===== src/rtl/pipe_ctrl_pkg.sv =====
// Shared types and constants for the 5-stage pipeline hazard controller.
// Holds the controller FSM state type and the EX forwarding select encodings.
package pipe_ctrl_pkg;

    typedef enum logic [1:0] {
        RUN      = 2'd0,
        MEM_WAIT = 2'd1,
        ERROR    = 2'd2
    } state_e;

    localparam logic [1:0] FWD_NONE = 2'b00;
    localparam logic [1:0] FWD_WB   = 2'b01;
    localparam logic [1:0] FWD_MEM  = 2'b10;

    // MEM result is younger than WB, so it wins when both match.
    function automatic logic [1:0] fwd_sel(input logic mem_hit, input logic wb_hit);
        if (mem_hit) begin
            return FWD_MEM;
        end else if (wb_hit) begin
            return FWD_WB;
        end
        return FWD_NONE;
    endfunction

endpackage


===== src/rtl/pipe_hazard_ctrl_if.sv =====
// Pipeline-to-hazard-controller signal bundle.
// The pipeline datapath is the master; the hazard controller is the slave.
interface pipe_hazard_ctrl_if #(
    parameter int unsigned REG_W = 5
);

    logic [REG_W-1:0] RsD;
    logic [REG_W-1:0] RtD;
    logic [REG_W-1:0] RsE;
    logic [REG_W-1:0] RtE;
    logic [REG_W-1:0] WriteRegE;
    logic [REG_W-1:0] WriteRegM;
    logic [REG_W-1:0] WriteRegW;
    logic             RegWriteE;
    logic             RegWriteM;
    logic             RegWriteW;
    logic             MemtoRegE;
    logic             MemtoRegM;
    logic             BranchD;
    logic             PCSrcD;
    logic             MemAccessM;
    logic             mem_ready;

    logic             StallF;
    logic             StallD;
    logic             StallE;
    logic             StallM;
    logic             FlushD;
    logic             FlushE;
    logic             FlushW;
    logic [1:0]       ForwardAE;
    logic [1:0]       ForwardBE;
    logic             ForwardAD;
    logic             ForwardBD;
    logic             mem_err;

    modport master (
        output RsD, RtD, RsE, RtE, WriteRegE, WriteRegM, WriteRegW,
        output RegWriteE, RegWriteM, RegWriteW, MemtoRegE, MemtoRegM,
        output BranchD, PCSrcD, MemAccessM, mem_ready,
        input  StallF, StallD, StallE, StallM, FlushD, FlushE, FlushW,
        input  ForwardAE, ForwardBE, ForwardAD, ForwardBD, mem_err
    );

    modport slave (
        input  RsD, RtD, RsE, RtE, WriteRegE, WriteRegM, WriteRegW,
        input  RegWriteE, RegWriteM, RegWriteW, MemtoRegE, MemtoRegM,
        input  BranchD, PCSrcD, MemAccessM, mem_ready,
        output StallF, StallD, StallE, StallM, FlushD, FlushE, FlushW,
        output ForwardAE, ForwardBE, ForwardAD, ForwardBD, mem_err
    );

endinterface


===== src/rtl/pipe_fwd_unit.sv =====
// Combinational forwarding selects for EX and the ID branch compare,
// plus load-use and branch-operand stall detection. Register 0 never matches.
module pipe_fwd_unit
    import pipe_ctrl_pkg::*;
#(
    parameter int unsigned REG_W = 5
) (
    input  logic [REG_W-1:0] i_rs_d,
    input  logic [REG_W-1:0] i_rt_d,
    input  logic [REG_W-1:0] i_rs_e,
    input  logic [REG_W-1:0] i_rt_e,
    input  logic [REG_W-1:0] i_write_reg_e,
    input  logic [REG_W-1:0] i_write_reg_m,
    input  logic [REG_W-1:0] i_write_reg_w,
    input  logic             i_reg_write_e,
    input  logic             i_reg_write_m,
    input  logic             i_reg_write_w,
    input  logic             i_mem_to_reg_e,
    input  logic             i_mem_to_reg_m,
    input  logic             i_branch_d,
    output logic [1:0]       o_fwd_a_e,
    output logic [1:0]       o_fwd_b_e,
    output logic             o_fwd_a_d,
    output logic             o_fwd_b_d,
    output logic             o_lw_stall,
    output logic             o_br_stall
);

    function automatic logic hit(input logic             en,
                                 input logic [REG_W-1:0] dst,
                                 input logic [REG_W-1:0] src);
        return en && (dst != '0) && (dst == src);
    endfunction

    logic w_m_hit_rs_e;
    logic w_m_hit_rt_e;
    logic w_w_hit_rs_e;
    logic w_w_hit_rt_e;
    logic w_e_wr_hit_d;
    logic w_e_ld_hit_d;
    logic w_m_ld_hit_d;

    always_comb begin
        w_m_hit_rs_e = hit(i_reg_write_m, i_write_reg_m, i_rs_e);
        w_m_hit_rt_e = hit(i_reg_write_m, i_write_reg_m, i_rt_e);
        w_w_hit_rs_e = hit(i_reg_write_w, i_write_reg_w, i_rs_e);
        w_w_hit_rt_e = hit(i_reg_write_w, i_write_reg_w, i_rt_e);

        o_fwd_a_e = fwd_sel(w_m_hit_rs_e, w_w_hit_rs_e);
        o_fwd_b_e = fwd_sel(w_m_hit_rt_e, w_w_hit_rt_e);
        o_fwd_a_d = hit(i_reg_write_m, i_write_reg_m, i_rs_d);
        o_fwd_b_d = hit(i_reg_write_m, i_write_reg_m, i_rt_d);

        w_e_ld_hit_d = hit(i_mem_to_reg_e, i_write_reg_e, i_rs_d)
                     | hit(i_mem_to_reg_e, i_write_reg_e, i_rt_d);
        w_e_wr_hit_d = hit(i_reg_write_e, i_write_reg_e, i_rs_d)
                     | hit(i_reg_write_e, i_write_reg_e, i_rt_d);
        w_m_ld_hit_d = hit(i_mem_to_reg_m, i_write_reg_m, i_rs_d)
                     | hit(i_mem_to_reg_m, i_write_reg_m, i_rt_d);

        o_lw_stall = w_e_ld_hit_d;
        // The branch compare in ID needs its operands now; an ALU result still in
        // EX or a load still in MEM cannot be forwarded in time.
        o_br_stall = i_branch_d & (w_e_wr_hit_d | w_m_ld_hit_d);
    end

endmodule


===== src/rtl/pipe_hazard_ctrl.sv =====
// Hazard and sequencing controller for the IF/ID/EX/MEM/WB pipeline.
// Define PIPE_HAZARD_PERF_EN to add saturating stall/flush performance counters.
module pipe_hazard_ctrl
    import pipe_ctrl_pkg::*;
#(
    parameter int unsigned REG_W       = 5,
    parameter int unsigned MEM_TIMEOUT = 255
) (
    input  logic               clk,
    input  logic               rst_n,
`ifdef PIPE_HAZARD_PERF_EN
    output logic [31:0]        perf_stall_cnt,
    output logic [31:0]        perf_flush_cnt,
`endif
    pipe_hazard_ctrl_if.slave  hz
);

    localparam logic [15:0] TIMEOUT = 16'(MEM_TIMEOUT);

    state_e      r_state;
    state_e      w_state_nxt;
    logic [15:0] r_wait_cnt;
    logic [15:0] w_wait_cnt_nxt;
    logic [15:0] w_wait_inc;
    logic        r_mem_err;
    logic        w_mem_hold;

    logic        w_lw_stall;
    logic        w_br_stall;
    logic        w_stall_f;
    logic        w_stall_d;
    logic        w_stall_e;
    logic        w_stall_m;
    logic        w_flush_d;
    logic        w_flush_e;
    logic        w_flush_w;

    pipe_fwd_unit #(
        .REG_W (REG_W)
    ) u_fwd (
        .i_rs_d         (hz.RsD),
        .i_rt_d         (hz.RtD),
        .i_rs_e         (hz.RsE),
        .i_rt_e         (hz.RtE),
        .i_write_reg_e  (hz.WriteRegE),
        .i_write_reg_m  (hz.WriteRegM),
        .i_write_reg_w  (hz.WriteRegW),
        .i_reg_write_e  (hz.RegWriteE),
        .i_reg_write_m  (hz.RegWriteM),
        .i_reg_write_w  (hz.RegWriteW),
        .i_mem_to_reg_e (hz.MemtoRegE),
        .i_mem_to_reg_m (hz.MemtoRegM),
        .i_branch_d     (hz.BranchD),
        .o_fwd_a_e      (hz.ForwardAE),
        .o_fwd_b_e      (hz.ForwardBE),
        .o_fwd_a_d      (hz.ForwardAD),
        .o_fwd_b_d      (hz.ForwardBD),
        .o_lw_stall     (w_lw_stall),
        .o_br_stall     (w_br_stall)
    );

    assign w_wait_inc = r_wait_cnt + 16'd1;

    // The detecting RUN cycle already stalls, so it counts as the first wait cycle.
    always_comb begin
        w_state_nxt    = r_state;
        w_wait_cnt_nxt = r_wait_cnt;
        w_mem_hold     = 1'b0;
        unique case (r_state)
            RUN: begin
                if (hz.MemAccessM && !hz.mem_ready) begin
                    w_mem_hold     = 1'b1;
                    w_wait_cnt_nxt = 16'd1;
                    w_state_nxt    = (TIMEOUT == 16'd1) ? ERROR : MEM_WAIT;
                end
            end
            MEM_WAIT: begin
                if (hz.mem_ready) begin
                    w_wait_cnt_nxt = '0;
                    w_state_nxt    = RUN;
                end else begin
                    w_mem_hold     = 1'b1;
                    w_wait_cnt_nxt = w_wait_inc;
                    if (w_wait_inc == TIMEOUT) begin
                        w_state_nxt = ERROR;
                    end
                end
            end
            ERROR: begin
                w_mem_hold = 1'b1;
            end
            default: begin
                w_state_nxt    = RUN;
                w_wait_cnt_nxt = '0;
            end
        endcase
    end

    always_comb begin
        w_stall_f = 1'b0;
        w_stall_d = 1'b0;
        w_stall_e = 1'b0;
        w_stall_m = 1'b0;
        w_flush_d = 1'b0;
        w_flush_e = 1'b0;
        w_flush_w = 1'b0;
        if (w_mem_hold) begin
            w_stall_f = 1'b1;
            w_stall_d = 1'b1;
            w_stall_e = 1'b1;
            w_stall_m = 1'b1;
            w_flush_w = 1'b1;
        end else if (w_lw_stall || w_br_stall) begin
            // A pending redirect is dropped here; the branch re-resolves next cycle.
            w_stall_f = 1'b1;
            w_stall_d = 1'b1;
            w_flush_e = 1'b1;
        end else if (hz.PCSrcD) begin
            w_flush_d = 1'b1;
        end
    end

    always_ff @(posedge clk or negedge rst_n) begin
        if (!rst_n) begin
            r_state    <= RUN;
            r_wait_cnt <= '0;
            r_mem_err  <= 1'b0;
        end else begin
            r_state    <= w_state_nxt;
            r_wait_cnt <= w_wait_cnt_nxt;
            r_mem_err  <= r_mem_err | (w_state_nxt == ERROR);
        end
    end

    assign hz.StallF  = w_stall_f;
    assign hz.StallD  = w_stall_d;
    assign hz.StallE  = w_stall_e;
    assign hz.StallM  = w_stall_m;
    assign hz.FlushD  = w_flush_d;
    assign hz.FlushE  = w_flush_e;
    assign hz.FlushW  = w_flush_w;
    assign hz.mem_err = r_mem_err;

`ifdef PIPE_HAZARD_PERF_EN
    logic [31:0] r_perf_stall;
    logic [31:0] r_perf_flush;

    always_ff @(posedge clk or negedge rst_n) begin
        if (!rst_n) begin
            r_perf_stall <= '0;
            r_perf_flush <= '0;
        end else begin
            if (w_stall_f && (r_perf_stall != 32'hFFFF_FFFF)) begin
                r_perf_stall <= r_perf_stall + 32'd1;
            end
            if ((w_flush_d || w_flush_e) && (r_perf_flush != 32'hFFFF_FFFF)) begin
                r_perf_flush <= r_perf_flush + 32'd1;
            end
        end
    end

    assign perf_stall_cnt = r_perf_stall;
    assign perf_flush_cnt = r_perf_flush;
`endif

endmodule


===== src/flat_wrapper.sv =====
// flat-port wrapper written by rule: the top's interface ports become plain ports
module pipe_hazard_ctrl_flat import pipe_ctrl_pkg::*;
#(
    parameter int unsigned REG_W       = 5,
    parameter int unsigned MEM_TIMEOUT = 255
)
  (clk, rst_n, hz_RsD, hz_RtD, hz_RsE, hz_RtE, hz_WriteRegE, hz_WriteRegM, hz_WriteRegW, hz_RegWriteE, hz_RegWriteM, hz_RegWriteW, hz_MemtoRegE, hz_MemtoRegM, hz_BranchD, hz_PCSrcD, hz_MemAccessM, hz_mem_ready, hz_StallF, hz_StallD, hz_StallE, hz_StallM, hz_FlushD, hz_FlushE, hz_FlushW, hz_ForwardAE, hz_ForwardBE, hz_ForwardAD, hz_ForwardBD, hz_mem_err);
  pipe_hazard_ctrl_if #(.REG_W(REG_W)) hz_i ();
  input  logic clk;
  input  logic rst_n;
  input wire logic [$bits(hz_i.RsD)-1:0] hz_RsD;
  input wire logic [$bits(hz_i.RtD)-1:0] hz_RtD;
  input wire logic [$bits(hz_i.RsE)-1:0] hz_RsE;
  input wire logic [$bits(hz_i.RtE)-1:0] hz_RtE;
  input wire logic [$bits(hz_i.WriteRegE)-1:0] hz_WriteRegE;
  input wire logic [$bits(hz_i.WriteRegM)-1:0] hz_WriteRegM;
  input wire logic [$bits(hz_i.WriteRegW)-1:0] hz_WriteRegW;
  input wire logic [$bits(hz_i.RegWriteE)-1:0] hz_RegWriteE;
  input wire logic [$bits(hz_i.RegWriteM)-1:0] hz_RegWriteM;
  input wire logic [$bits(hz_i.RegWriteW)-1:0] hz_RegWriteW;
  input wire logic [$bits(hz_i.MemtoRegE)-1:0] hz_MemtoRegE;
  input wire logic [$bits(hz_i.MemtoRegM)-1:0] hz_MemtoRegM;
  input wire logic [$bits(hz_i.BranchD)-1:0] hz_BranchD;
  input wire logic [$bits(hz_i.PCSrcD)-1:0] hz_PCSrcD;
  input wire logic [$bits(hz_i.MemAccessM)-1:0] hz_MemAccessM;
  input wire logic [$bits(hz_i.mem_ready)-1:0] hz_mem_ready;
  output wire logic [$bits(hz_i.StallF)-1:0] hz_StallF;
  output wire logic [$bits(hz_i.StallD)-1:0] hz_StallD;
  output wire logic [$bits(hz_i.StallE)-1:0] hz_StallE;
  output wire logic [$bits(hz_i.StallM)-1:0] hz_StallM;
  output wire logic [$bits(hz_i.FlushD)-1:0] hz_FlushD;
  output wire logic [$bits(hz_i.FlushE)-1:0] hz_FlushE;
  output wire logic [$bits(hz_i.FlushW)-1:0] hz_FlushW;
  output wire logic [$bits(hz_i.ForwardAE)-1:0] hz_ForwardAE;
  output wire logic [$bits(hz_i.ForwardBE)-1:0] hz_ForwardBE;
  output wire logic [$bits(hz_i.ForwardAD)-1:0] hz_ForwardAD;
  output wire logic [$bits(hz_i.ForwardBD)-1:0] hz_ForwardBD;
  output wire logic [$bits(hz_i.mem_err)-1:0] hz_mem_err;
  assign hz_i.RsD = hz_RsD;
  assign hz_i.RtD = hz_RtD;
  assign hz_i.RsE = hz_RsE;
  assign hz_i.RtE = hz_RtE;
  assign hz_i.WriteRegE = hz_WriteRegE;
  assign hz_i.WriteRegM = hz_WriteRegM;
  assign hz_i.WriteRegW = hz_WriteRegW;
  assign hz_i.RegWriteE = hz_RegWriteE;
  assign hz_i.RegWriteM = hz_RegWriteM;
  assign hz_i.RegWriteW = hz_RegWriteW;
  assign hz_i.MemtoRegE = hz_MemtoRegE;
  assign hz_i.MemtoRegM = hz_MemtoRegM;
  assign hz_i.BranchD = hz_BranchD;
  assign hz_i.PCSrcD = hz_PCSrcD;
  assign hz_i.MemAccessM = hz_MemAccessM;
  assign hz_i.mem_ready = hz_mem_ready;
  assign hz_StallF = hz_i.StallF;
  assign hz_StallD = hz_i.StallD;
  assign hz_StallE = hz_i.StallE;
  assign hz_StallM = hz_i.StallM;
  assign hz_FlushD = hz_i.FlushD;
  assign hz_FlushE = hz_i.FlushE;
  assign hz_FlushW = hz_i.FlushW;
  assign hz_ForwardAE = hz_i.ForwardAE;
  assign hz_ForwardBE = hz_i.ForwardBE;
  assign hz_ForwardAD = hz_i.ForwardAD;
  assign hz_ForwardBD = hz_i.ForwardBD;
  assign hz_mem_err = hz_i.mem_err;
  pipe_hazard_ctrl #(.REG_W(REG_W), .MEM_TIMEOUT(MEM_TIMEOUT)) u_core (.clk(clk), .rst_n(rst_n), .hz(hz_i));
endmodule

===== config.mk =====
export PLATFORM = sky130hd
export DESIGN_NAME = pipe_hazard_ctrl_flat
export DESIGN_NICKNAME = d
export VERILOG_FILES = /design/src/rtl/pipe_ctrl_pkg.sv /design/src/rtl/pipe_hazard_ctrl_if.sv /design/src/rtl/pipe_fwd_unit.sv /design/src/rtl/pipe_hazard_ctrl.sv /design/src/flat_wrapper.sv
export SDC_FILE = /design/constraint.sdc
export NUM_CORES = 1
export LEC_CHECK = 0
export CAP_MARGIN = 20
export CORE_ASPECT_RATIO = 0.7
export CORE_MARGIN = 10
export CORE_UTILIZATION = 46
export CTS_CLUSTER_SIZE = 24
export DETAILED_ROUTE_END_ITERATION = 7
export PLACE_DENSITY = 0.86
export SYNTH_ARGS = -nofsm -noshare
export SYNTH_HDL_FRONTEND = slang
export SYNTH_SLANG_ARGS = --single-unit

===== constraint.sdc =====
create_clock -name clk -period 2 [get_ports clk]
set_input_delay 0.4 -clock clk [delete_from_list [all_inputs] [get_ports clk]]
set_output_delay 0.4 -clock clk [all_outputs]
set_load 0.03 [all_outputs]

==> results.tsv <==
stage	metric	value	unit
status	status	complete, but fails checks	
status	failing checks	setup timing	
logic_synthesis	number of distinct library cells after synthesis	44	
timing	RSZ-0062 raised after global routing	true	
timing	Layout Skew	0.00672	ns
logic_synthesis	most common flop cell mapped by yosys	dfrtp_1	
placed_design	DP Cell Count	356	
global_routing	vias in the first global route	2310	
drt	WL/cell	27.3	um
pwr	IR Drop Worst-Case VDD	511	uV
logic_synthesis	#FFs+latches synth	19	
final_layout	area of the multi-input gates	0.00159	mm2
drt	1st-pass router iterations	7	
drt	DR vias	2570	
placed_design	Area after DPL	0.00269	mm2
floorplanning	Die ar.	0.00680	mm2
final_layout	Final #Nets	366	
timing	setup violators final	12	
clocking	Post-CTS Hold Buffers	0	
timing	Period minus WS final	2.17	ns
global_routing	first-pass GRT wire length	12000	um
clocking	CTS Sinks	19	
final_layout	Post-Layout Inst Area	0.00310	mm2
final_layout	register area	482	um2
floorplanning	Std-Cell Rows	18	
worst_setup_path	Critical Path Fanout Max	5	
final_layout	Fill cells	145	
worst_setup_path	Critical Path End Type	flop	
pwr	total power	0.00123	W
placed_design	RePlAce Congestion	0.938	
worst_hold_path	worst hold path class	input pin to asynchronous set/reset pin	
timing	fin. max-slew vios	0	
worst_setup_path	CP arrival	2.39	ns
logic_synthesis	Post-Syn Area	0.00178	mm2
worst_setup_path	Worst EP required	2.22	ns
drt	# DRC	0	
worst_setup_path	kind of critical path	flop to flop	
drt	Vias/cell	6.91	
clocking	CTS root buffer	clkbuf_8	
placed_design	post-DP HPWL	5010	um
final_layout	fin cells	372	
floorplanning	Starting Density	49.1	%
timing	Final period util	108	%
logic_synthesis	Post-synth EDFFs	0	
timing	fmax	0.461	GHz
timing	Final WS setup	-0.168	ns
final_layout	fraction of layout cells with a size suffix above 1	51.4	%
floorplanning	Die Span X	94.4	um
logic_synthesis	Mapped Cells	222	
logic_synthesis	Post-Syn Nets	270	
logic_synthesis	sequential-to-total area share from yosys stat	26.7	%
drt	Routed Antenna Nets	0	
worst_setup_path	crit path launch type	flop	
timing	Final Hold Violating Endpoints	0	
global_routing	largest net degree at the start of global routing	20	
timing	Worst Hold Margin	0.453	ns
global_routing	GRT Util Overall	21.7	%
floorplanning	I/O pins	60	
clocking	htree depth	1	
logic_synthesis	Synth Warn #	0	
clocking	total clock buffers created by CTS	3	
final_layout	Layout area overhead	73.9	%
global_routing	initial antenna violation count	3	
drt	initial drt markers	460	
clocking	CTS tree	done	
floorplanning	Die Ht	72.1	um
flow_run	Max Cap Viol	0	
pwr	Leak	1.37	nW
clocking	Clock Latency Late Sink	0.28	ns
clocking	Max Root-Sink Buffers	2	
floorplanning	core area	0.00363	mm2
placed_design	# port buffers	59	
clocking	clock slew at reported path FFs	0.08	ns
timing	Worst-Margin Slew	0.494	ns
logic_synthesis	ys async rst share	100	%
pwr	PwrDens	396	mW/mm2
global_routing	gr ovfl total	0	
logic_synthesis	post-synthesis area per instance	8.02	um2
drt	WL final	10100	um
timing	worst relative slew slack	67.1	%
[sequential cells by signal, summed over array words and instances, names as in the netlist]
register	count
u_core.r_wait_cnt	16
u_core.r_state	2
u_core.hz.mem_err	1
[worst paths after layout]
check                                            startpoint                               end  slack (ns)  cells after the start
max                        u_core.r_wait_cnt[0]$_DFFE_PN0P_       u_core.r_state[1]$_DFF_PN0_       -0.17                      8
min                                                   rst_n  u_core.r_wait_cnt[5]$_DFFE_PN0P_        0.45                      2
max reg2reg                u_core.r_wait_cnt[0]$_DFFE_PN0P_       u_core.r_state[1]$_DFF_PN0_       -0.17                      8
min reg2reg                     u_core.hz.mem_err$_DFF_PN0_       u_core.hz.mem_err$_DFF_PN0_        0.47                      1
max in group asynchronous                             rst_n  u_core.r_wait_cnt[3]$_DFFE_PN0P_        1.31                      2
min in group clk                u_core.hz.mem_err$_DFF_PN0_       u_core.hz.mem_err$_DFF_PN0_        0.47                      1
[stage by stage]
stage          utilization [%]  TNS, ns  setup WS [ns]
2_1_floorplan                -  -0.0204        -0.0204
3_3_place_gp              74.2    -4.47         -0.612
3_5_place_dp              74.2    -5.08         -0.660
4_1_cts                   79.7   -0.224         -0.135
5_1_grt                   85.2    -1.33         -0.167
6_report                  85.4    -1.14         -0.168
[kinds of logic (layout without fill, tap and decap cells)]
family	count (synthesis)	count (layout)	share of synthesized area (%)
AND/OR/NAND/NOR	83	83	25.7
AO/OA/AOI/OAI	51	51	17.1
XOR/XNOR	47	47	23.1
flip-flops	19	19	26.7
buffers and inverters	19	114	5.41
adder cells (fa/ha/maj)	2	2	1.41
multiplexers	1	1	0.562
other	0	5	0
[Yosys cell counts, types with 3 or more instances]
| cell | count | area share (%) |
|---|---|---|
| a21oi_1 | 11 | 3.1 |
| nor3_1 | 6 | 1.7 |
| o21ai_1 | 5 | 1.4 |
| nand2_1 | 16 | 3.4 |
| inv_1 | 4 | 0.84 |
| xnor2_1 | 21 | 10 |
| nor2_1 | 16 | 3.4 |
| dfrtp_1 | 19 | 27 |
| nand3_1 | 17 | 4.8 |
| and3_1 | 3 | 1.1 |
| nor4_1 | 6 | 2.1 |
| xor2_1 | 26 | 13 |
| or4_1 | 3 | 1.3 |
| clkbuf_1 | 7 | 1.5 |
| o31ai_1 | 3 | 1.3 |
| buf_4 | 4 | 1.7 |
| o21ai_0 | 20 | 5.6 |
[placed cells by master (no fill, tap or decap), types with 3 or more instances in the layout]
cell	instances
nor3_2	5
dfrtp_1	14
clkbuf_8	3
o21ai_1	4
a21oi_1	6
dfrtp_2	5
xnor2_1	13
a21oi_2	5
dlygate4sd2_1	10
nand3_1	13
nand2_2	3
buf_4	47
dlymetal6s2s_1	4
nand2_1	12
buf_2	13
buf_6	17
nor2_2	4
nor2_1	10
xor2_1	19
clkdlybuf4s50_1	5
nand3_2	4
o21ai_0	19
diode_2	5
nor2_4	3
xnor2_2	6
clkbuf_2	6
xor2_2	7
or4_4	3
nor4_4	4
[critical path: stages (launching register included)]
cell      delay [ns]
dfrtp_2         0.48
ha_4            0.21
buf_4           0.17
xnor2_1         0.14
nor2_1          0.16
nand3_1         0.15
a221oi_2        0.25
nor3b_4         0.35
a21o_1          0.19
[layer usage]
metal	track usage, %	wire length, um	vias to the layer above
met4	10.1	857	0
met3	6.27	1430	116
met2	33.1	4380	305
met5	0	0	-
met1	27.7	3470	1173
li1	-	-	976
[layout make-up]
| cell class | instances | area share, % |
|---|---|---|
| Clock buffer | 4 | 1.46 |
| Timing Repair Buffer | 106 | 28.7 |
| Sequential cell | 19 | 15.6 |
| Antenna cell | 5 | 0.404 |
| Tap cell | 50 | 2.02 |
| Inverter | 4 | 0.485 |
| Multi-Input combinational cell | 184 | 51.4 |
[power by group]
part / switching (W) / total, W / internal (W) / leakage (nW)
Clock: 0.000160 / 0.000303 / 0.000143 / 0.0228
Combinational: 0.000279 / 0.000511 / 0.000232 / 1.09
Sequential: 0.0000191 / 0.000412 / 0.000393 / 0.253
Total: 0.000458 / 0.00123 / 0.000769 / 1.37
[what timing repair did]
| item | CTS | global route |
|---|---|---|
| endpoints found under the setup margin | 13 | 14 |
| buffers inserted | 4 | 3 |
| gates cloned | 0 | 0 |
| pin swaps | 26 | 29 |
| resized for setup | 142 | 72 |
(Power assumes the default switching activity.)
